## config.mk

```make
export PLATFORM = sky130hd
export DESIGN_NAME = reg_write_arbiter_flat
export DESIGN_NICKNAME = d
export VERILOG_FILES = /design/src/rtl/reg_write_arbiter_pkg.sv /design/src/rtl/reg_write_arbiter_if.sv /design/src/rtl/reg_write_arbiter_rr_pick.sv /design/src/rtl/reg_write_arbiter.sv /design/src/flat_wrapper.sv
export SDC_FILE = /design/constraint.sdc
export NUM_CORES = 1
export LEC_CHECK = 0
export ABC_AREA = 0
export CORE_MARGIN = 2
export CORE_UTILIZATION = 43
export DETAILED_ROUTE_END_ITERATION = 10
export PLACE_DENSITY = 0.87
export SLEW_MARGIN = 20
export SYNTH_ARGS = -nofsm -noshare
export SYNTH_HDL_FRONTEND = slang
export SYNTH_SLANG_ARGS = --single-unit
```

## constraint.sdc

```tcl
create_clock -name sclk -period 4.7 [get_ports sclk]
set_input_delay 0.705 -clock sclk [delete_from_list [all_inputs] [get_ports sclk]]
set_output_delay 0.705 -clock sclk [all_outputs]
set_load 0.005 [all_outputs]
```

## src/rtl/reg_write_arbiter_pkg.sv

```systemverilog
`default_nettype none
// ============================================================================
// Module   : reg_arb_pkg
// Brief    : Shared types and constants for the reg_write_arbiter block:
//            FSM state encoding, lock burst limit, default widths and the
//            modulo-increment helper used by the round-robin search.
// Revision : 1.0 - initial release
// ============================================================================
package reg_arb_pkg;

    typedef enum logic [1:0] {
        IDLE  = 2'd0,
        GRANT = 2'd1,
        WRITE = 2'd2
    } state_t;

    // Longest burst a locked requester may hold before it is forced to yield.
    localparam int LOCK_MAX = 16;

    localparam int DEF_NUM_REQ = 4;
    localparam int DEF_DW      = 8;
    localparam int DEF_IDW     = 2;

    // (base + off) mod n for base, off in [0, n).
    function automatic int rr_index(input int base, input int off, input int n);
        int s;
        s = base + off;
        return (s >= n) ? (s - n) : s;
    endfunction

endpackage
`default_nettype wire

```

## src/rtl/reg_write_arbiter_if.sv

```systemverilog
`default_nettype none
// ============================================================================
// Module   : reg_write_arbiter_if
// Brief    : Requester-side bus of the shared register: req/data/lock from
//            the masters, grant and write status back from the arbiter.
// Revision : 1.0 - initial release
// ============================================================================
interface reg_write_arbiter_if
    import reg_arb_pkg::*;
#(
    parameter int NUM_REQ = DEF_NUM_REQ,
    parameter int DW      = DEF_DW,
    parameter int IDW     = DEF_IDW
);
    logic [NUM_REQ-1:0]    req;
    logic [NUM_REQ*DW-1:0] d;
    logic [NUM_REQ-1:0]    lock;
    logic [NUM_REQ-1:0]    gnt;
    logic [DW-1:0]         q;
    logic                  wr_done;
    logic [IDW-1:0]        wr_id;
    logic                  busy;

    modport master (
        output req, d, lock,
        input  gnt, q, wr_done, wr_id, busy
    );

    modport slave (
        input  req, d, lock,
        output gnt, q, wr_done, wr_id, busy
    );
endinterface
`default_nettype wire

```

## src/rtl/reg_write_arbiter_rr_pick.sv

```systemverilog
`default_nettype none
// ============================================================================
// Module   : rr_pick
// Brief    : Combinational round-robin picker. Searches i_req starting at
//            i_rr_ptr with increasing index, wrapping NUM_REQ-1 -> 0.
// Revision : 1.0 - initial release
// ============================================================================
module rr_pick
    import reg_arb_pkg::*;
#(
    parameter int NUM_REQ = DEF_NUM_REQ,
    parameter int IDW     = DEF_IDW
) (
    input  wire logic [NUM_REQ-1:0] i_req,
    input  wire logic [IDW-1:0]     i_rr_ptr,
    output logic                    o_any,
    output logic [IDW-1:0]          o_winner
);

    assign o_any = |i_req;

    // Walk offsets from farthest to nearest so the closest requester to the
    // pointer is the last (and therefore winning) assignment.
    always_comb begin
        o_winner = '0;
        for (int off = NUM_REQ - 1; off >= 0; off--) begin
            if (i_req[rr_index(int'(i_rr_ptr), off, NUM_REQ)]) begin
                o_winner = IDW'(rr_index(int'(i_rr_ptr), off, NUM_REQ));
            end
        end
    end

endmodule
`default_nettype wire

```

## src/rtl/reg_write_arbiter.sv

```systemverilog
`default_nettype none
// ============================================================================
// Module   : reg_write_arbiter
// Brief    : Round-robin arbiter sharing one DW-bit holding register among
//            NUM_REQ writers. IDLE -> GRANT (one-cycle gnt, data captured)
//            -> WRITE (q updated, wr_done pulse), back-to-back under load.
//            Optional macro ARB_LOCK_EN: a locked winner is re-granted for up
//            to LOCK_MAX consecutive writes; without it lock is ignored.
// Revision : 1.0 - initial release
// ============================================================================
module reg_write_arbiter
    import reg_arb_pkg::*;
#(
    parameter int NUM_REQ = DEF_NUM_REQ,
    parameter int DW      = DEF_DW,
    parameter int IDW     = DEF_IDW
) (
    input wire logic            sclk,
    input wire logic            rst,
    reg_write_arbiter_if.slave  bus
);

    state_t             r_state;
    state_t             w_state_nxt;
    logic [NUM_REQ-1:0] r_gnt;
    logic [NUM_REQ-1:0] w_gnt_nxt;
    logic [IDW-1:0]     r_win;
    logic [IDW-1:0]     w_win_nxt;
    logic [IDW-1:0]     r_rr_ptr;
    logic [IDW-1:0]     w_rr_ptr_nxt;
    logic [IDW-1:0]     w_win_inc;
    logic [IDW-1:0]     r_wr_id;
    logic [DW-1:0]      r_q;
    logic               w_capture;
    logic               w_relock;

    logic [NUM_REQ-1:0] w_pick_req;
    logic [IDW-1:0]     w_pick_ptr;
    logic               w_pick_any;
    logic [IDW-1:0]     w_pick_win;

    assign w_win_inc = IDW'(rr_index(int'(r_win), 1, NUM_REQ));

    // Arbitration inputs: in WRITE the current winner's request is stale
    // (it has only just seen gnt), so it is masked and the search starts
    // just past it, giving the winner lowest priority.
    always_comb begin
        w_pick_req = bus.req;
        w_pick_ptr = r_rr_ptr;
        if (r_state == WRITE) begin
            w_pick_req[r_win] = 1'b0;
            w_pick_ptr        = w_win_inc;
        end
    end

    rr_pick #(
        .NUM_REQ (NUM_REQ),
        .IDW     (IDW)
    ) u_rr_pick (
        .i_req    (w_pick_req),
        .i_rr_ptr (w_pick_ptr),
        .o_any    (w_pick_any),
        .o_winner (w_pick_win)
    );

`ifdef ARB_LOCK_EN
    localparam logic [4:0] c_LOCK_MAX = 5'(LOCK_MAX);

    logic [4:0] r_burst;
    logic [4:0] w_burst_nxt;

    // A locked, still-requesting winner keeps the register until its burst
    // (counting the write in progress) reaches the limit.
    assign w_relock = bus.lock[r_win] & bus.req[r_win] & (r_burst < c_LOCK_MAX);

    // Burst length of the current winner, including the pending write.
    always_ff @(posedge sclk or posedge rst) begin
        if (rst) begin
            r_burst <= '0;
        end else begin
            r_burst <= w_burst_nxt;
        end
    end
`else
    logic w_unused_lock;

    assign w_relock      = 1'b0;
    assign w_unused_lock = ^bus.lock;
`endif

    // Next-state, grant, winner and pointer decode.
    always_comb begin
        w_state_nxt  = r_state;
        w_gnt_nxt    = '0;
        w_win_nxt    = r_win;
        w_rr_ptr_nxt = r_rr_ptr;
        w_capture    = 1'b0;
`ifdef ARB_LOCK_EN
        w_burst_nxt  = r_burst;
`endif
        case (r_state)
            IDLE: begin
                if (w_pick_any) begin
                    w_state_nxt           = GRANT;
                    w_gnt_nxt[w_pick_win] = 1'b1;
                    w_win_nxt             = w_pick_win;
`ifdef ARB_LOCK_EN
                    w_burst_nxt           = 5'd1;
`endif
                end
            end
            GRANT: begin
                w_capture   = 1'b1;
                w_state_nxt = WRITE;
            end
            WRITE: begin
                if (w_relock) begin
                    w_state_nxt      = GRANT;
                    w_gnt_nxt[r_win] = 1'b1;
`ifdef ARB_LOCK_EN
                    w_burst_nxt      = r_burst + 5'd1;
`endif
                end else begin
                    w_rr_ptr_nxt = w_win_inc;
                    if (w_pick_any) begin
                        w_state_nxt           = GRANT;
                        w_gnt_nxt[w_pick_win] = 1'b1;
                        w_win_nxt             = w_pick_win;
`ifdef ARB_LOCK_EN
                        w_burst_nxt           = 5'd1;
`endif
                    end else begin
                        w_state_nxt = IDLE;
                    end
                end
            end
            default: begin
                w_state_nxt = IDLE;
            end
        endcase
    end

    // State register.
    always_ff @(posedge sclk or posedge rst) begin
        if (rst) begin
            r_state <= IDLE;
        end else begin
            r_state <= w_state_nxt;
        end
    end

    // Grant, winner, pointer and the shared register; data is taken at the
    // end of GRANT so q and wr_id change together on entry to WRITE.
    always_ff @(posedge sclk or posedge rst) begin
        if (rst) begin
            r_gnt    <= '0;
            r_win    <= '0;
            r_rr_ptr <= '0;
            r_q      <= '0;
            r_wr_id  <= '0;
        end else begin
            r_gnt    <= w_gnt_nxt;
            r_win    <= w_win_nxt;
            r_rr_ptr <= w_rr_ptr_nxt;
            if (w_capture) begin
                r_q     <= bus.d[int'(r_win)*DW +: DW];
                r_wr_id <= r_win;
            end
        end
    end

    assign bus.gnt     = r_gnt;
    assign bus.q       = r_q;
    assign bus.wr_done = (r_state == WRITE);
    assign bus.wr_id   = r_wr_id;
    assign bus.busy    = (r_state != IDLE);

endmodule
`default_nettype wire
```

## src/flat_wrapper.sv

```systemverilog
// flat-port wrapper written by rule: the top's interface ports become plain ports
module reg_write_arbiter_flat import reg_arb_pkg::*;
#(
    parameter int NUM_REQ = DEF_NUM_REQ,
    parameter int DW      = DEF_DW,
    parameter int IDW     = DEF_IDW
)
  (sclk, rst, bus_req, bus_d, bus_lock, bus_gnt, bus_q, bus_wr_done, bus_wr_id, bus_busy);
  reg_write_arbiter_if #(.NUM_REQ(NUM_REQ), .DW(DW), .IDW(IDW)) bus_i ();
  input wire logic sclk;
  input wire logic rst;
  input wire logic [$bits(bus_i.req)-1:0] bus_req;
  input wire logic [$bits(bus_i.d)-1:0] bus_d;
  input wire logic [$bits(bus_i.lock)-1:0] bus_lock;
  output wire logic [$bits(bus_i.gnt)-1:0] bus_gnt;
  output wire logic [$bits(bus_i.q)-1:0] bus_q;
  output wire logic [$bits(bus_i.wr_done)-1:0] bus_wr_done;
  output wire logic [$bits(bus_i.wr_id)-1:0] bus_wr_id;
  output wire logic [$bits(bus_i.busy)-1:0] bus_busy;
  assign bus_i.req = bus_req;
  assign bus_i.d = bus_d;
  assign bus_i.lock = bus_lock;
  assign bus_gnt = bus_i.gnt;
  assign bus_q = bus_i.q;
  assign bus_wr_done = bus_i.wr_done;
  assign bus_wr_id = bus_i.wr_id;
  assign bus_busy = bus_i.busy;
  reg_write_arbiter #(.NUM_REQ(NUM_REQ), .DW(DW), .IDW(IDW)) u_core (.sclk(sclk), .rst(rst), .bus(bus_i));
endmodule
```

# Word-level counts from Yosys, hierarchy flattened
# Index checks and enable logic that the tools add are counted.
dict set report classes {
  n_reduce_logical 7
  bitwise 2
  shift 1
  addsub 9
  n_lt_le_gt_ge 13
  n_mux 33
  n_eq_ne 3
}
# operator n
set ops {}
lappend ops {{$lt A32 B4 Y1 const B} 4}
lappend ops {{$mux W32} 4}
lappend ops {{$shiftx A32 B6 Y8} 1}
lappend ops {{$mux W2} 7}
lappend ops {{$ge A3 B3 Y1 const B} 4}
lappend ops {{$mux W1} 12}
lappend ops {{$mux W4} 3}
lappend ops {{$sub A3 B3 Y4 const B} 3}
lappend ops {{$bmux W1 S2} 4}
lappend ops {{$add A2 B1 Y3 const B} 2}
lappend ops {{$add A2 B2 Y3 const B} 2}
lappend ops {{$lt A2 B3 Y1 const B} 2}
lappend ops {{$pmux W2 S3} 1}
lappend ops {{$and A4 B4 Y4} 1}
lappend ops {{$demux W1 S2} 2}
lappend ops {{$ge A2 B1 Y1 const B} 2}
lappend ops {{$not A4 Y4} 1}
lappend ops {{$reduce_or A4 Y1} 1}
lappend ops {{$sub A2 B3 Y4 const B} 1}
lappend ops {{$ge A2 B3 Y1 const B} 1}
lappend ops {{$eq A2 B1 Y1 const B} 1}
lappend ops {{$eq A2 B2 Y1 const B} 1}
lappend ops {{$logic_and A1 B1 Y1} 2}
lappend ops {{$logic_not A2 Y1} 1}
lappend ops {{5 further kinds} 5}
dict set report word_totals {
  inputBits 42
  reg_bits 20
}

# Logic depth before layout (Yosys ltp)
# Gate-level depths: netlist (run 1).
dict set report logic_depth {
  depth_word 20
  depth_mapped 8
  depth_no_buf 7
}

# Hierarchy
# From an unflattened synthesis (run 1), not the netlist that was laid out.
dict set report hier_totals {
  cells_unflattened 79
  hier_area_um2 1116.1
}
# module n_inst cells_per_inst area_per_inst_um2 seq_area_each_um2
set modules_own_cells {}
lappend modules_own_cells {reg_write_arbiter 1 66 1038.5 500.5}
lappend modules_own_cells {rr_pick 1 13 77.6 0.0}

# Worst setup path after synthesis (run 1)
# Ideal clock, no wire load.
dict set report synth_timing {
  path_kind {register to register}
  start {register u_core.r_win[1]}
  end {register u_core.r_win[1]}
  period_less_slack_ns 2.235
  required_ns 4.634
  slack_ns 2.465
  path_stages_with_launch 9
  setup_time_ns 0.066
  arrival_ns 2.169
  cell_sequence {dfrtp_1 -> clkbuf_1 -> inv_1 -> ha_1 -> and3b_2 -> a21o_2 -> and4b_4 -> nor4_4 -> mux2_2}
}
dict set report synth_between {
  elab_chain_len 14
  elab_cells_between_ends 46
  cone_classes {add/sub (9); order compare (7); mux (25); bitwise (2); reduce/logical (3)}
}
# element line
set synth_rtl {}
lappend synth_rtl {{from (decl)} reg_write_arbiter.sv:27} ;# logic [IDW-1:0] r_win;
lappend synth_rtl {{from (signal assigned)} reg_write_arbiter.sv:163} ;# r_win <= w_win_nxt;
lappend synth_rtl {{$add A2 B1 Y3 (*)} reg_write_arbiter_pkg.sv:27} ;# s = base + off;
lappend synth_rtl {{$ge A3 B3 Y1 / $sub A2 B1 Y2 (equally long branches)} reg_write_arbiter_pkg.sv:28} ;# return (s >= n) ? (s - n) : s;
lappend synth_rtl {{$mux W2 (*)} reg_write_arbiter_pkg.sv:28}
lappend synth_rtl {{$mux W2 (*)} reg_write_arbiter.sv:50} ;# if (r_state == WRITE) begin
lappend synth_rtl {{via u_core.u_rr_pick.i_rr_ptr[1]} reg_write_arbiter_rr_pick.sv:15} ;# input wire logic [IDW-1:0] i_rr_ptr,
lappend synth_rtl {{$add A2 B2 Y3} reg_write_arbiter_pkg.sv:27}
lappend synth_rtl {{$sub A3 B3 Y4 / $ge A3 B3 Y1 (equally long branches)} reg_write_arbiter_pkg.sv:28}
lappend synth_rtl {{$mux W32} reg_write_arbiter_pkg.sv:28}
lappend synth_rtl {{$bmux W1 S2} reg_write_arbiter_rr_pick.sv:27} ;# if (i_req[rr_index(int'(i_rr_ptr), off, NUM_REQ)]) begin
lappend synth_rtl {{$mux W1 (implied by the code) (2 in series)} reg_write_arbiter_rr_pick.sv:27}
lappend synth_rtl {{$mux W2 (3 in series)} reg_write_arbiter_rr_pick.sv:27}
lappend synth_rtl {{$mux W2 (*)} reg_write_arbiter_rr_pick.sv:27}
# Mark *: on every way through the listed nets, which the timed path passes. The rest lies on a longest branch. The select of a mux whose other input is x is not followed.
# A chain may end at the register's enable or synchronous reset.

# Worst setup path in the final report (run 1)
dict set report layout_timing {
  start {register u_core.r_win[0]}
  end {register u_core.r_win[1]}
}
# Same word-level chain as after synthesis.

==> results.sh, run 1 <==
export IMPL_crit_path_max_fanout=13
export IMPL_crit_arrival_ns=2.90
export IMPL_async_flop_share=1.000
export IMPL_min_path_cells=1
export IMPL_synthFlopType="dfrtp_1"
export IMPL_root_buffer="clkbuf_4"
export IMPL_endpoint="u_core.r_win[1]"
export IMPL_cpPeakStageDelay_ns=0.76
export IMPL_cap_violations=0
export IMPL_cts_tree="done"
export IMPL_netlist_cell_type_count=36
export IMPL_die_area_sq_mm=0.003135
export IMPL_ctsHoldBuffers=0
export IMPL_grt_pass1_wl_um=4333
export IMPL_drive_above_1_share=0.2411
export IMPL_fmax_mhz=376.9
export IMPL_yosys_area_top_type="dfrtp_1"
export IMPL_netlist_area_sq_mm=0.001162
export IMPL_overflow=0
export IMPL_p_leak_uw=0.0007517
export IMPL_first_pass_iters=4
export IMPL_crit_type="reg2reg"
export IMPL_grtUsageTotal=0.1794
export IMPL_crit_family="flip-flops"
export IMPL_r2r_worst_path_cells=7
export IMPL_r2r_start="u_core.r_win[0]"
export IMPL_seq_power_share=0.336
export IMPL_numPortBuffers=53
export IMPL_critPathSlowestCell="dfrtp_1"
export IMPL_wire_per_inst_um=14.49
export IMPL_clk_pin_slew_ns=0.12
export IMPL_cts_resized=0
export IMPL_crit_required_ns=4.95
export IMPL_r2r_slack_ns=2.05
export IMPL_worstMarginPinSlew_ns=0.8693
export IMPL_comb_power_share=0.524
export IMPL_internal_power_uw=682.1
export IMPL_path_cells="inv_1 -> ha_1 -> and3b_2 -> a21o_2 -> and4b_4 -> nor4_4 -> mux2_2"
export IMPL_yosysSeqAreaShare=0.4306
export IMPL_rows=18
export IMPL_start_util=0.4608
export IMPL_start_kind="flop"
export IMPL_areaGrowthSynthToFinish_pct=52.31
export IMPL_ios=58
export IMPL_crit_start="u_core.r_win[0]"
export IMPL_via_count=945
export IMPL_slew_viol_final=0
export IMPL_synth_seq_cells=20
export IMPL_core_sq_mm=0.002522
export IMPL_htreeDepth=1
export IMPL_drt_total_wl_um=2478
export IMPL_hold_class="reg2reg"
export IMPL_antenna_found_initial=0
export IMPL_finalCriticalPeriod_ns=2.653
export IMPL_finalSetupViolCount=0
export IMPL_synthCells=87
export IMPL_hold_violations=0
export IMPL_min_from="u_core.bus.q[4]"
export IMPL_status="completed"
export IMPL_die_h_um=55.99
export IMPL_vias_per_cell=5.526
export IMPL_clock_insertion_delay_worst_skew_ns=0.31
export IMPL_synth_area_per_cell_sq_um=13.36
export IMPL_final_antenna_net_count=0
export IMPL_r2r_end="u_core.r_win[1]"
export IMPL_synth_edf_count=0
export IMPL_drt_initial_drc_count=20
export IMPL_synthTopCellsByCount="dfrtp_1 (20), mux2_2 (11), mux4_2 (8)"
export IMPL_synth_most_common_cell="dfrtp_1"
export IMPL_switching_share=0.3263
export IMPL_power_density_mw_per_mm2=571.9
export IMPL_yosysWarnings=0
export IMPL_cp_depth=7
export IMPL_postCtsSetupBuffers=0
export IMPL_critPathBufInv=1
export IMPL_die_w_um=55.99
export IMPL_place_gp_congestion=0.8511
export IMPL_skew_ns=0.01009
export IMPL_dp_hpwl_um=1967
export IMPL_p_total_uw=1013
export IMPL_final_nets=188
export IMPL_yosys_top_cells_area="dfrtp_1 (43%), mux4_2 (16%), mux2_2 (11%), ha_1 (4.3%), inv_1 (2.3%)"
export IMPL_clock_power_share=0.140
export IMPL_fin_crit_sh=0.5645
export IMPL_drc=0
export IMPL_end_kind="flop"
export IMPL_setup_tns_ns=0
export IMPL_cts_sinks=20
export IMPL_cts_buffers=3
export IMPL_syn_nets=133
export IMPL_grt_max_degree=21
export IMPL_rsz0062_at_grt="false"
export IMPL_clockBufferDepth=2
export IMPL_grt_pass1_vias=986
export IMPL_peakVddDrop_uv=367.7
export IMPL_max_slew_margin=0.4183
export IMPL_insertedDiodeCount=0
export IMPL_synth_top_area_frac=0.4306
export IMPL_p_sw_uw=330.4
[registers in the layout, summed over array words and instances, names as in the netlist]
| register | count |
|---|---|
| u_core.r_win | 2 |
| u_core.bus.wr_id | 2 |
| u_core.r_rr_ptr | 2 |
| u_core.bus.gnt | 4 |
| u_core.bus.q | 8 |
| u_core.r_state | 2 |
[cell families (layout without fill, tap and decap cells)]
family	count (synthesis)	in the layout	share of synthesized area
AOI/OAI and AO/OA	13	13	0.08182
adders and majority gates	4	4	0.04306
buffers and inverters	12	66	0.03982
DFF	20	20	0.4306
muxes	21	21	0.2896
and+or+nand+nor	17	17	0.1152
[metrics by stage]
| stage | hold WS (ns) | setup WS (ns) | area, sq um | util | std cells |
|---|---|---|---|---|---|
| floorplan | 0.5053 | 2.465 | 1162 | - | 87 |
| global placement | 0.4899 | 2.064 | 1718 | 0.6811 | 167 |
| detailed placement | 0.4945 | 2.019 | 1718 | 0.6811 | 167 |
| CTS | 0.5243 | 1.981 | 1770 | 0.7019 | 171 |
| global route | 0.5393 | 1.776 | 1770 | 0.7019 | 171 |
| finish | 0.5224 | 2.047 | 1770 | 0.7019 | 171 |
[how the worst min path moves through the flow]
stage	slack [ns]	to
detailed placement	0.49	u_core.bus.wr_id[1]
global route	0.54	u_core.bus.q[1]
floorplan	0.51	u_core.bus.q[1]
finish	0.52	u_core.bus.q[4]
global placement	0.49	u_core.bus.q[3]
CTS	0.52	u_core.bus.q[1]
[per-layer routing]
metal / part of all wire / wire, um / GRT usage
met1: 0.38 / 936 / 0.2015
met2: 0.48 / 1180 / 0.2908
met3: 0.12 / 307 / 0.07442
met4: 0.022 / 54 / 0.09184
met5: 0 / 0 / 0
[power by group through the flow]
| stage | registers (uW) | clock network, uW | logic (uW) |
|---|---|---|---|
| finish | 340 | 142 | 531 |
| global route | 359 | 152 | 578 |
| CTS | 342 | 146 | 538 |
| detailed placement | 346 | 0 | 535 |
| global placement | 343 | 0 | 518 |
| floorplan | 311 | 0 | 346 |
[layout by cell type, fill, tap and decap left out, drive strengths merged]
master          n
nor2            2
and3b           2
nor3            2
a221oi          1
and3            3
nor4            1
mux2           11
a21boi          2
mux4            8
or2             1
o31ai           1
nor3b           1
dfrtp          20
o21ai           3
a31oi           1
o211a           1
o22ai           1
a21oi           1
a21o            1
nand2b          1
o2111ai         1
nand2           2
clkdlybuf4s50  53
bufinv          1
and4b           1
nand3b          1
inv             9
clkbuf          3
mux2i           2
ha              4
[layout make-up]
cell class	instances	area, sq um
fill	191	752.0
multi-input combinational	55	615.6
timing repair buffer	53	530.5
sequential	20	500.5
tap	30	37.54
inverter	9	33.78
clock inverter	1	30.03
clock buffer	3	22.52
(Power assumes the default switching activity.)
==> run 2: changes to the inputs <==
--- a/config.mk
+++ b/config.mk
@@ -7,9 +7,9 @@
 export LEC_CHECK = 0
 export ABC_AREA = 0
 export CORE_MARGIN = 2
-export CORE_UTILIZATION = 43
+export CORE_UTILIZATION = 40
 export DETAILED_ROUTE_END_ITERATION = 10
-export PLACE_DENSITY = 0.87
+export PLACE_DENSITY = 0.82
 export SLEW_MARGIN = 20
 export SYNTH_ARGS = -nofsm -noshare
 export SYNTH_HDL_FRONTEND = slang
==> constraint.sdc (replaced) <==
create_clock -name sclk -period 2.8 [get_ports sclk]
set_input_delay 0.42 -clock sclk [delete_from_list [all_inputs] [get_ports sclk]]
set_output_delay 0.42 -clock sclk [all_outputs]
set_load 0.005 [all_outputs]
==> run 2 against run 1 <==
Register-to-register slack got worse by 1.4 ns. Global-route usage fell by 0.88 points. Critical path depth unchanged. Maximum frequency increased by 25%. Via count grew 0.74%. Count of clock-buffer cells in the layout unchanged.
==> results.sh, run 2 (synthesized netlist as in run 1, its figures left out) <==
export IMPL_min_from="u_core.bus.q[7]"
export IMPL_r2r_start="u_core.r_win[0]"
export IMPL_dp_cells=170
export IMPL_min_path_cells=1
export IMPL_grt_pass1_vias=1052
export IMPL_max_slew_margin=0.4300
export IMPL_ios=58
export IMPL_start_kind="flop"
export IMPL_clk_pin_slew_ns=0.11
export IMPL_cap_violations=0
export IMPL_setup_tns_ns=0
export IMPL_cts_buffers=3
export IMPL_worstMarginPinSlew_ns=0.8519
export IMPL_power_density_mw_per_mm2=929.2
export IMPL_final_nets=190
export IMPL_grt_max_degree=21
export IMPL_drt_total_wl_um=2611
export IMPL_fin_crit_sh=0.7566
export IMPL_layout_common_cells="clkdlybuf4s50_1 (53), dfrtp_1 (20), mux2_2 (11), mux4_2 (8), inv_1 (7)"
export IMPL_skew_ns=0.007679
export IMPL_wire_per_inst_um=15.09
export IMPL_finalSetupViolCount=0
export IMPL_drc=0
export IMPL_crit_required_ns=3.03
export IMPL_place_gp_congestion=0.8347
export IMPL_fin_area_sq_mm=0.001757
export IMPL_insertedDiodeCount=0
export IMPL_root_buffer="clkbuf_4"
export IMPL_cts_resized=0
export IMPL_r2r_slack_ns=0.68
export IMPL_vias_per_cell=5.503
export IMPL_ctsHoldBuffers=0
export IMPL_min_to="u_core.bus.q[7]"
export IMPL_overflow=0
export IMPL_die_h_um=57.91
export IMPL_dp_hpwl_um=2140
export IMPL_grtUsageTotal=0.1705
export IMPL_r2r_end="u_core.bus.gnt[3]"
export IMPL_die_area_sq_mm=0.003353
export IMPL_grt_pass1_wl_um=4353
export IMPL_peakVddDrop_uv=546.6
export IMPL_rsz0062_at_grt="false"
export IMPL_first_pass_iters=4
export IMPL_end_kind="flop"
export IMPL_largest_reg_flops=8
export IMPL_finalNonFillerCells=173
export IMPL_antenna_found_initial=0
export IMPL_slew_viol_final=0
export IMPL_clockBufferDepth=2
export IMPL_finalCriticalPeriod_ns=2.118
export IMPL_hold_violations=0
export IMPL_postCtsSetupBuffers=0
export IMPL_drive_above_1_share=0.2465
export IMPL_clock_insertion_delay_worst_skew_ns=0.29
export IMPL_numPortBuffers=53
export IMPL_p_leak_uw=0.0007476
export IMPL_areaGrowthSynthToFinish_pct=51.13
export IMPL_fmax_mhz=472.0
export IMPL_cts_sinks=20
export IMPL_p_total_uw=1632
export IMPL_status="completed"
export IMPL_htreeDepth=1
export IMPL_core_sq_mm=0.002758
export IMPL_hold_class="reg2reg"
export IMPL_drt_initial_drc_count=5
export IMPL_rows=19
export IMPL_die_w_um=57.91
export IMPL_final_antenna_net_count=0
export IMPL_crit_start="u_core.r_win[0]"
export IMPL_cts_tree="done"
export IMPL_crit_path_max_fanout=5
export IMPL_placed_area_sq_mm=0.001734
export IMPL_crit_type="reg2reg"
export IMPL_start_util=0.4215
export IMPL_via_count=952
export IMPL_nFillCells=227
export IMPL_crit_arrival_ns=2.35
export IMPL_final_common_cell="clkdlybuf4s50_1"
export IMPL_r2r_worst_path_cells=7
run 2: cell count changes in the layout (fill, tap and decap cells not counted), sizes merged:
cell    previous run  this run
bufinv             1         0
buf                0         2
run 2: per-layer routing:
layer	GRT usage	routed length (um)	up-vias
li1	-	-	434
met1	0.1859	947	464
met2	0.3003	1311	50
met3	0.06696	324	4
met4	0.05980	28	0
met5	0	0	-
run 2: metrics by stage:
step	util	setup slack, ns	hold slack (ns)
finish	0.6370	0.6815	0.5234
detailed placement	0.6289	0.6977	0.4984
CTS	0.6370	0.6781	0.5252
global route	0.6370	0.5880	0.5375
floorplan	-	0.5653	0.3838
global placement	0.6289	0.7491	0.4898
run 2: worst max-delay path by stage:
| stage | endpoint | cells past startpoint | slack (ns) |
|---|---|---|---|
| 2_1_floorplan | u_core.r_win[1] | 8 | 0.57 |
| 3_3_place_gp | u_core.r_win[1] | 7 | 0.75 |
| 3_5_place_dp | u_core.r_win[1] | 4 | 0.70 |
| 4_1_cts | u_core.r_win[1] | 7 | 0.68 |
| 5_1_grt | u_core.bus.gnt[3] | 7 | 0.59 |
| 6_report | u_core.bus.gnt[3] | 7 | 0.68 |
run 2: area by class of cell:
class,instances,area (sq um),area share
multi-input combinational,55,615.6,0.3504
timing repair buffer,55,545.5,0.3105
sequential,20,500.5,0.2849
tap,31,38.79,0.02208
inverter,9,33.78,0.01923
clock buffer,3,22.52,0.01282
run 2: critical path: stages, from the launching register on:
cell	delay, ns
dfrtp_1	0.40
inv_1	0.17
ha_1	0.27
and3b_2	0.21
a21o_2	0.23
and4b_4	0.21
nor4_4	0.35
and3_1	0.22
run 2: power breakdown:
part | switching [uW] | internal (uW) | total (uW)
logic | 395 | 589 | 984
clock network | 83.2 | 50.0 | 133
registers | 85.0 | 430 | 515
